### src/rtl/at_latch_rd.sv
// at_latch_rd: read-side drain buffer for enable-qualified data words.
//
// A producer presents a word on d with a one-cycle enable e. The word is
// stored in a small FIFO and offered to the consumer on a valid/ready port.
// Any enable that arrives while the buffer is full drops the word and sets
// the sticky ovf flag.
//
// Ports:
//   clk      - block clock, all state updates on posedge
//   reset_l  - asynchronous active-low reset
//   e, d     - producer write enable and data
//   rd_ready - consumer accepts rd_d this cycle
//   rd_valid - rd_d holds a valid word
//   rd_d     - oldest buffered word (registered)
//   count    - number of buffered words, 0..depth
//   full     - count == depth
//   ovf      - sticky overflow flag
//   ovf_clr  - synchronous clear of ovf (a same-cycle set wins)
module at_latch_rd #(
  parameter int unsigned size  = 8,
  parameter int unsigned depth = 4,
  parameter int unsigned aw    = 2
) (
  input  logic            clk,
  input  logic            reset_l,
  input  logic            e,
  input  logic [size-1:0] d,
  input  logic            rd_ready,
  output logic            rd_valid,
  output logic [size-1:0] rd_d,
  output logic [aw:0]     count,
  output logic            full,
  output logic            ovf,
  input  logic            ovf_clr
);

  localparam logic [aw:0] depth_c = (aw+1)'(depth);

  logic [size-1:0] mem [depth];

  logic [aw-1:0] wptr_q, wptr_d;
  logic [aw-1:0] rptr_q, rptr_d;
  logic [aw:0]   count_q, count_d;
  logic [size-1:0] rd_d_q, rd_d_d;
  logic          ovf_q, ovf_d;
  logic          push, pop;

  // full and rd_valid depend on registered count only, so rd_ready never
  // reaches full combinationally.
  assign full     = (count_q == depth_c);
  assign rd_valid = (count_q != '0);
  assign count    = count_q;
  assign rd_d     = rd_d_q;
  assign ovf      = ovf_q;

  always_comb begin
    push    = e && !full;
    pop     = rd_valid && rd_ready;
    wptr_d  = wptr_q;
    rptr_d  = rptr_q;
    count_d = count_q;
    rd_d_d  = rd_d_q;

    if (push) wptr_d = wptr_q + aw'(1);
    if (pop)  rptr_d = rptr_q + aw'(1);

    case ({push, pop})
      2'b10:   count_d = count_q + (aw+1)'(1);
      2'b01:   count_d = count_q - (aw+1)'(1);
      default: count_d = count_q;
    endcase

    // Preload the word that will be at the head after this edge. If the head
    // slot is the one being written right now, forward d instead of the stale
    // array entry. When the buffer goes or stays empty, rd_d keeps its last
    // value so it is never undefined.
    if (count_d != '0) begin
      if (push && (rptr_d == wptr_q)) rd_d_d = d;
      else                            rd_d_d = mem[rptr_d];
    end

    // Overflow set has priority over clear.
    ovf_d = (e && full) ? 1'b1 : (ovf_clr ? 1'b0 : ovf_q);
  end

  always_ff @(posedge clk or negedge reset_l) begin
    if (!reset_l) begin
      wptr_q  <= '0;
      rptr_q  <= '0;
      count_q <= '0;
      rd_d_q  <= '0;
      ovf_q   <= 1'b0;
    end else begin
      wptr_q  <= wptr_d;
      rptr_q  <= rptr_d;
      count_q <= count_d;
      rd_d_q  <= rd_d_d;
      ovf_q   <= ovf_d;
    end
  end

  // Storage needs no reset; contents are only read once written.
  always_ff @(posedge clk) begin
    if (push) mem[wptr_q] <= d;
  end

endmodule
### config.mk
export PLATFORM = sky130hd
export DESIGN_NAME = at_latch_rd
export DESIGN_NICKNAME = d
export VERILOG_FILES = /design/src/rtl/at_latch_rd.sv
export SDC_FILE = /design/constraint.sdc
export NUM_CORES = 1
export LEC_CHECK = 0
export BUFFER_PORTS_ARGS = -buffer_cell sky130_fd_sc_hd__buf_2
export CAP_MARGIN = 20
export CORE_MARGIN = 3
export CORE_UTILIZATION = 50
export DETAILED_ROUTE_END_ITERATION = 16
export HOLD_SLACK_MARGIN = 0.08
export PLACE_DENSITY = 0.66
export SYNTH_ARGS = -nofsm -noshare
export SYNTH_HDL_FRONTEND = slang
export SYNTH_SLANG_ARGS = --single-unit
### constraint.sdc
create_clock -name clk -period 3.2 [get_ports clk]
set_input_delay 0.32 -clock clk [delete_from_list [all_inputs] [get_ports clk]]
set_output_delay 0.32 -clock clk [all_outputs]
set_load 0.01 [all_outputs]
==> results.md <==
- Status: finished, final reports clean
- Initial antenna violation count: 0
- Rel. slew slack: 39.6%
- Total iterations of the first detailed-routing run: 4
- Post-synth top cells: 32 x edfxtp_1, 16 x dfrtp_1, 11 x mux2i_1, 11 x nand2_1, 10 x mux4_1
- CP Capture Type: flip-flop
- Iter 0 DRT Violations: 77
- First-pass GRT wire length: 7690 um
- Final Util: 58.2%
- Hold path depth: 1
- CP arrival: 2.89 ns
- TNS Setup: 0 ns
- Post-synth top flop: edfxtp_1
- CTS H-tree depth: 2
- Average size of a mapped cell: 15.4 um^2
- I/O pins: 27
- Area growth from synthesis to layout: 11.1%
- Fin crit period: 2.70 ns
- Worst-path fanout max: 9
- Mapped Area: 2490 um^2
- Clock Path Buffers: 2
- Crit share post-route: 84.3%
- Vias in the first global route: 1513
- Syn Nets: 181
- Nets: 209
- Core area: 4750 um^2
- Fmax: 371 MHz
- WS Path Type: flip-flop to flip-flop
- Setup slack, reg-to-reg: 0.50 ns
- Place WS: 0.509 ns
- Total gr overflow: 0
- Hold slack: 0.249 ns
- Fin Clk Skew: 0.00715 ns
- Number of placement rows: 25
- # resized after CTS: 0
- Ranking of synthesized cells by area: edfxtp_1 39%, dfrtp_1 16%, mux4_1 11%, mux2i_1 4.4%, mux2_2 2.7%
- Final Hold Viols: 0
- Root Driver: clkbuf_8
- Die height: 76.6 um
- Hold Crit Class: input pin to flip-flop
- Final worst setup slack: 0.503 ns
- Yosys top cell by area: edfxtp_1
- Clock Latency Late Sink: 0.30 ns
- Startpoint Class: flip-flop
- Async S/R FF share, synth: 33.3%
- PwrDens: 958 nW/um^2
- Unrepaired setup endpoints after global routing: false
- TritonCTS Sinks: 48
- TritonCTS buffer count: 5
- Aggregate routed wire length: 4610 um
- Placed cells: 249
- Pins Over Slew Limit: 0
- Routed vias/inst: 5.60
- Diodes inserted: 0
- Port bufs: 26
- Instance count of the mapped netlist: 162
- Fillers: 397
- Die width: 76.6 um
- Drt wl/cell: 17.9 um
- Max VDD drop: 0.000333 V
- CTS tree: done
- Number of remaining DRC errors: 0
- Initial Util: 52.3%
- P_leak: 1.13 nW
- R2R depth: 10
- Post-CTS Setup Bufs: 0
- Setup violators final: 0
- Gpl congestion: 0.714
- Largest net degree at the start of global routing: 25
- #FFs+latches synth: 48
- Synth warn: 0
- Worst-path clk slew: 0.09 ns
- ANT nets after route: 0
- Placed cell area: 2670 um^2
- Hpwl dp: 3270 um
- Synth top area share: 38.6%
- Worst Tran Pin Value: 0.906 ns
- # hold bufs at CTS: 1
- Cell Count, Final, Fillers Out: 258
- Sequential-to-total area share from yosys stat: 54.7%
- Vias: 1444
- Distinct cell type count after synthesis: 46
- Final instance area: 2770 um^2
- Number of enable flip-flop cells after synthesis: 32
- Share of layout cells above drive strength 1: 27.7%
- Count leader, synth: edfxtp_1
- Die area: 5860 um^2
- Max-cap violations: 0
- Tot GR Track Use: 17.1%
- Pwr Total: 2.65 mW
- Worst EP required: 3.40 ns
==> logic make-up after synthesis <==
| family | synth area share [%] |
|---|---|
| buffers and inverters | 3.77 |
| adder cells (fa/ha/maj) | 3.32 |
| flip-flops | 54.7 |
| AO/OA/AOI/OAI | 7.49 |
| XOR/XNOR | 3.62 |
| multiplexers | 19.5 |
| AND/OR/NAND/NOR | 7.59 |
==> worst max-delay path, cell delays in order, from the launching register on <==
cell and delay (ns):
dfrtp_1 0.51, nor2_1 0.13, a21boi_4 0.30, inv_1 0.08
ha_1 0.22, inv_1 0.08, fa_1 0.41, mux2i_1 0.29
nor4_4 0.10, or3_1 0.36, o211a_1 0.13
==> layout by cell type, fill, tap and decap left out, types with 3 or more instances in the layout <==
cell / netlist / layout
buf_2: 4 / 26
nor3_1: 3 / 3
mux2_2: 6 / 6
clkbuf_8: 0 / 5
mux4_1: 10 / 10
ha_1: 5 / 5
buf_4: 1 / 3
inv_1: 8 / 8
xnor2_1: 3 / 3
and2_1: 5 / 5
mux2i_1: 11 / 11
o21ai_1: 7 / 7
edfxtp_1: 32 / 32
dfrtp_1: 16 / 16
nand2_1: 11 / 11
==> layout make-up <==
type                       instances  area [um^2]  share of cell area (%)
clock buffer                       5         68.8                    2.49
clock inverter                     3         18.8                   0.679
inverter                           9         36.3                    1.31
multi-input combinational         96         1030                    37.4
sequential                        48         1360                    49.2
tap                               67         83.8                    3.03
timing repair buffer              30          163                    5.88
==> state kept, by name, summed over array words and instances (netlist names) <==
register  flops
mem          32
rd_d          8
count         3
rptr_q        2
wptr_q        2
ovf           1
==> per-layer routing <==
layer  part of all wire, %  global-route usage, %  routed length (um)  vias to the layer above
met1                    42                   22.0                1930                      730
met4                   1.0                   4.35                  48                        0
li1                      -                      -                   -                      678
met3                   4.4                   3.31                 201                        6
met2                    53                   29.6                2430                       30
met5                     0                      0                   0                        -
==> power breakdown <==
group	leakage (nW)	switching (mW)	total [mW]	internal [mW]
clock network	0.0479	0.195	0.347	0.152
registers	0.483	0.225	1.09	0.867
logic	0.595	0.571	1.21	0.638
==> worst paths after layout <==
check                          from        end
min in group asynchronous   reset_l  rptr_q[0]
setup reg to reg           count[0]    rd_d[6]
max in group asynchronous   reset_l    rd_d[0]
hold reg to reg             rd_d[3]    rd_d[3]
setup / recovery           count[0]    rd_d[6]
hold / removal                 d[4]  mem[0][4]
No activity file was read; power rests on OpenSTA's default activity.
